===== config.mk =====
export PLATFORM = sky130hd
export DESIGN_NAME = pipe_reg
export DESIGN_NICKNAME = d
export VERILOG_FILES = /design/src/rtl/pipe_reg.sv
export SDC_FILE = /design/constraint.sdc
export NUM_CORES = 1
export LEC_CHECK = 0
export ABC_AREA = 1
export ABC_CLOCK_PERIOD_IN_PS = 1500
export BUFFER_PORTS_ARGS = -buffer_cell sky130_fd_sc_hd__buf_2
export CAP_MARGIN = 20
export CORE_MARGIN = 1
export CORE_UTILIZATION = 54
export CTS_CLUSTER_SIZE = 30
export DETAILED_ROUTE_END_ITERATION = 8
export PLACE_DENSITY = 0.79
export SYNTH_ARGS = -nofsm -noshare
export SYNTH_HDL_FRONTEND = slang
export SYNTH_SLANG_ARGS = --single-unit
export TNS_END_PERCENT = 100

===== constraint.sdc =====
create_clock -name clk -period 1.5 [get_ports clk]
set_clock_uncertainty 0.15 [all_clocks]
set_input_delay 0.15 -clock clk [delete_from_list [all_inputs] [get_ports clk]]
set_output_delay 0.15 -clock clk [all_outputs]
set_load 0.01 [all_outputs]

===== src/rtl/pipe_reg.sv =====
// Elastic register pipeline of DEPTH stages with valid/ready handshaking and bubble collapsing.
// Define PIPE_REG_COUNT_EN to add the occupancy counter and its count output.
module pipe_reg #(
  parameter int               WIDTH     = 8,
  parameter int               DEPTH     = 4,
  parameter logic [WIDTH-1:0] RESET_VAL = '0
) (
  input  logic             clk,
  input  logic             resetn,
  input  logic             flush,
  input  logic             in_valid,
  output logic             in_ready,
  input  logic [WIDTH-1:0] in_data,
  output logic             out_valid,
  input  logic             out_ready,
  output logic [WIDTH-1:0] out_data
`ifdef PIPE_REG_COUNT_EN
  ,
  output logic [$clog2(DEPTH+1)-1:0] count
`endif
);

  logic [DEPTH-1:0] valid_q, valid_d;
  logic [DEPTH-1:0] load;
  logic [WIDTH-1:0] data_q [DEPTH];
  logic [WIDTH-1:0] data_d [DEPTH];
  logic             accept;

  // A stage may load when any stage at or after it is empty, or the tail is draining.
  always_comb begin
    logic space;
    space = out_ready;
    for (int i = DEPTH - 1; i >= 0; i--) begin
      space   = space | ~valid_q[i];
      load[i] = space;
    end
  end

  assign in_ready  = load[0] & resetn & ~flush;
  assign accept    = in_valid & in_ready;
  assign out_valid = valid_q[DEPTH-1] & resetn & ~flush;
  assign out_data  = resetn ? data_q[DEPTH-1] : RESET_VAL;

  always_comb begin
    valid_d = valid_q;
    for (int i = 0; i < DEPTH; i++) begin
      data_d[i] = data_q[i];
    end
    if (load[0]) begin
      valid_d[0] = accept;
      if (accept) begin
        data_d[0] = in_data;
      end
    end
    // Only valid data is copied forward, so a bubble never overwrites a held value.
    for (int i = 1; i < DEPTH; i++) begin
      if (load[i]) begin
        valid_d[i] = valid_q[i-1];
        if (valid_q[i-1]) begin
          data_d[i] = data_q[i-1];
        end
      end
    end
    if (flush) begin
      valid_d = '0;
    end
  end

  always_ff @(posedge clk) begin
    if (!resetn) begin
      valid_q <= '0;
      for (int i = 0; i < DEPTH; i++) begin
        data_q[i] <= RESET_VAL;
      end
    end else begin
      valid_q <= valid_d;
      for (int i = 0; i < DEPTH; i++) begin
        data_q[i] <= data_d[i];
      end
    end
  end

`ifdef PIPE_REG_COUNT_EN
  localparam int CW = $clog2(DEPTH + 1);

  logic [CW-1:0] count_q, count_d;
  logic          outXfer;

  assign outXfer = out_valid & out_ready;

  always_comb begin
    count_d = count_q;
    if (flush) begin
      count_d = '0;
    end else if (accept && !outXfer) begin
      count_d = count_q + CW'(1);
    end else if (!accept && outXfer) begin
      count_d = count_q - CW'(1);
    end
  end

  always_ff @(posedge clk) begin
    if (!resetn) begin
      count_q <= '0;
    end else begin
      count_q <= count_d;
    end
  end

  assign count = count_q;
`endif

endmodule


Word level (Yosys, flattened, before mapping):

Memory sizes are Yosys's and may differ from the RTL's.
Index checks and enable logic that the tools add are counted.

* register bits after elaboration: 4
* latch bits: 0
* RAM bits: 32
* ROM bits: 0
* input port bits: 13
* output and inout bits: 10
* logic and storage cells: 40
* memories: 1

* $add $sub $neg: 0
* multiply operators: 0
* div/mod/pow operators: 0
* magnitude comparators: 0
* equal/unequal tests: 0
* shifts and indexed selects: 0
* muxes and demuxes: 15
* bitwise operators: 19
* reduce and logical (&&, ||, !) cells: 1

Memories
* data_q: depth 4, width 8, read ports 4, clocked after memory_dff 0, write ports 4, RTL line 25 `logic [WIDTH-1:0] data_q [DEPTH];`

Operators with widths (number)
* 8-bit two-way mux: 13
* 1-bit bitwise OR: 8
* 1-bit inverter: 6
* 1-bit AND: 5
* 1-bit two-way mux: 2
* 2-bit OR reduction: 1

Depth between registers and ports, before layout:

* depth after elaboration: 11
* mapped depth: 7
* mapped depth without buffers: 7

Worst setup path after synthesis:

No wires, ideal clock.

* path kind: register to output
* start point: reg valid_q[3]
* end point: out in_ready
* arrival: 863 ps
* data required time: 1200 ps
* setup slack: 337 ps
* cell stages (with the launch flop): 7
* path buffers: 1
* path through: dfxtp_1 -> inv_2 -> nor2_4 -> nand4_2 -> buf_2 -> inv_1 -> nor2_1

* cells in the longest elaborated chain, start to end: 7

Ends and longest elaborated chain
* start: declaration: RTL line 23 `logic [DEPTH-1:0] valid_q, valid_d;`
* start signal: assignment: RTL line 76 `valid_q <= valid_d;`
* 1-bit inverter: RTL line 34 `space = space | ~valid_q[i];`
* 1-bit bitwise OR (4 in series): RTL line 34
* 1-bit AND (2 in series): RTL line 39 `assign in_ready = load[0] & resetn & ~flush;`
* end: declaration: RTL line 12 `output logic in_ready,`

Every way passes these cells.

Final worst setup path:

Same ends and word-level chain as after synthesis.

==> results_dict.tcl <==
set metrics [dict create \
    p_leak_nw 0.905 \
    peakVddDrop_mv 0.805 \
    period_minus_slack_ps 1490 \
    design.die.area_um2 2960 \
    diodes 0 \
    avgSynthCellArea_um2 7.10 \
    grt_pass1_wl_mm 3.75 \
    layout-drive-gt1-share 0.196 \
    p_int_mw 1.26 \
    cts-buffers-inserted 5 \
    fin_total_pwr_mw 1.65 \
    crit_required_ps 1200 \
    core_um2 2540 \
    report.final.slew_viol_count 0 \
    wl_per_cell_um 9.01 \
    crit_path_end_kind "output port" \
    vias 1238 \
    worstMarginPinSlew_ps 334 \
    maxCapViolations 0 \
    io_pins 23 \
    synth_top_area_cell "dfxtp_1" \
    cp_slowest_cell "dfxtp_2" \
    ys_seq_area_frac 0.486 \
    syn-num-nets 222 \
    synth.most_common_cell "nor2_1" \
    slowest_delay_ps 330 \
    start_kind "flip-flop" \
    multiInputGateArea_um2 596 \
    routed_via_density 4.50 \
    root_buffer "clkbuf_4" \
    dp_hpwl_mm 1.58 \
    cp_max_fo 4 \
    dr.pass1.iters 4 \
    switching_share 0.238 \
    ys_top_cells_by_area "dfxtp_1 (49%), nor2_1 (15%), inv_1 (9.1%)" \
    grt_overflow 0 \
    slew_headroom 0.777 \
    syn_area_um2 1480 \
    crit_type "reg2out" \
    path_clk_slew_ps 100 \
    synth_cell_types 16 \
    drc 0 \
    p_sw_uw 392 \
    synth.top_cells.by_count "nor2_1 (58), dfxtp_1 (36), inv_1 (36)" \
    h-tree-depth 2 \
    fillCellCount 238 \
    final-setup-viol-count 0 \
    fp.dieH_um 54.4 \
    clock_latency_ps 330 \
    grt_setup_unrepaired "true" \
    grt_max_degree 41 \
    num-nets-final 257 \
    clkPwrFrac 0.323 \
    fin_crit_sh 0.995 \
    drt_iter0_markers 13 \
    synth-edff-count 0 \
    track_usage 0.187 \
    crit_chain "inv_2 > nor2_4 > nand4_4 > inv_2 > nor2_1 > buf_2" \
    initial_core_util 0.583 \
    ys.flop_type "dfxtp_1" \
    cts.path.max_buffers 2 \
    p_per_area_nw_per_um2 922 \
    place.gp.congestion 0.716 \
    cts_sinks 36 \
    antenna_found_initial 0 \
    synth_top_area_frac 0.486 \
    synth-seq-cells 36 \
    finalHoldViolCount 0 \
    port_buffers 22 \
    fp.dieW_um 54.4 \
    syn-instance-count 209 \
    area_growth_pct 20.4 \
    grt_pass1_vias 928 \
    power_frac_comb 0.081 \
    critPathArrivalTime_ps 1190 \
    pwr-share-seq 0.596 \
    crit_top_cell "inv_2" \
    drt-total-wl_mm 2.48 \
    cts_tree "built" \
    rows 18 \
    hp-class "in2reg" \
    status "finished, final reports clean" \
    fmax_mhz 670 \
    tns_ps 0 \
    ant_nets 0 \
    async_flop_share 0 \
    yosysWarnings 0 \
    seq_area_um2 722 \
]
==> power by group through the flow <==
| stage | combinational (mW) | sequential, mW | clock (mW) |
|---|---|---|---|
| global route | 0.153 | 0.985 | 0.592 |
| finish | 0.133 | 0.982 | 0.533 |
| CTS | 0.132 | 0.983 | 0.552 |
| global placement | 0.115 | 1.00 | 0 |
| detailed placement | 0.116 | 1.00 | 0 |
| floorplan | 0.0852 | 1.00 | 0 |
==> what timing repair did <==
action	in CTS	in global routing
cloned	0	0
pin swaps	0	1
endpoints found under the setup margin	1	1
resized for setup	1	3
hold endpoints to repair	10	0
buffers inserted	1	2
hold buffers	8	0
==> final timing paths <==
check	from	to	slack, ps	cells past startpoint
max reg2reg	valid_q[3]	data_q[0][25]	140	8
min reg2reg	data_q[0][20]	data_q[0][20]	340	2
max	valid_q[3]	in_ready	8	6
min	out_ready	valid_q[2]	10	4
==> layer usage <==
layer,routed length [um],up-vias,global-route usage
met5,0,-,0
met4,40,0,0.0897
met3,105,6,0.0750
met2,1230,25,0.346
met1,1100,502,0.177
li1,-,705,-
==> final cells by class <==
class / count / area share
clock inverter: 2 / 0.00560
sequential: 36 / 0.404
multi-input combinational: 127 / 0.333
tap: 30 / 0.0210
clock buffer: 6 / 0.0287
timing repair buffer: 34 / 0.123
inverter: 40 / 0.0840
==> critical path: cells and delay by family (launching register included) <==
kind                   cells  cell delay (ps)
buffers and inverters      3              240
flip-flops                 1              330
AND/OR/NAND/NOR            3              280
==> per-stage QoR <==
step                      hold slack [ps]  worst slack, ps  cell area, um2  utilization  instances
after floorplan                       206              337            1480            -        209
after global placement                305              189            1610        0.634        256
after detailed placement              317              161            1610        0.634        256
after CTS                           -15.1             18.9            1770        0.696        273
after global routing                 4.18            -56.6            1790        0.702        275
final                                10.3             8.09            1790        0.702        275
==> sequential cells by signal, indices dropped and copies added, names as in the netlist <==
register	cells
valid_q	4
data_q	32
==> logic make-up after synthesis <==
logic type             Yosys count  share of synthesized area
buffers and inverters           46                      0.119
AND/OR/NAND/NOR                 99                      0.301
AO/OA/AOI/OAI                   28                     0.0944
flip-flops                      36                      0.486
==> placed cells by master, fill, tap and decap left out <==
cell type	n
clkbuf_4	5
nand4_1	8
nor2_1	58
nor2_4	1
o21ai_0	24
nand2_2	3
dfxtp_1	35
inv_2	6
nand2_1	25
clkinv_2	2
nor2_8	1
nand3_4	1
clkbuf_8	1
inv_1	34
a21oi_1	4
nand3_1	1
buf_2	22
dlygate4sd3_1	8
buf_4	4
nand4_4	1
dfxtp_2	1
(Power assumes the default switching activity.)
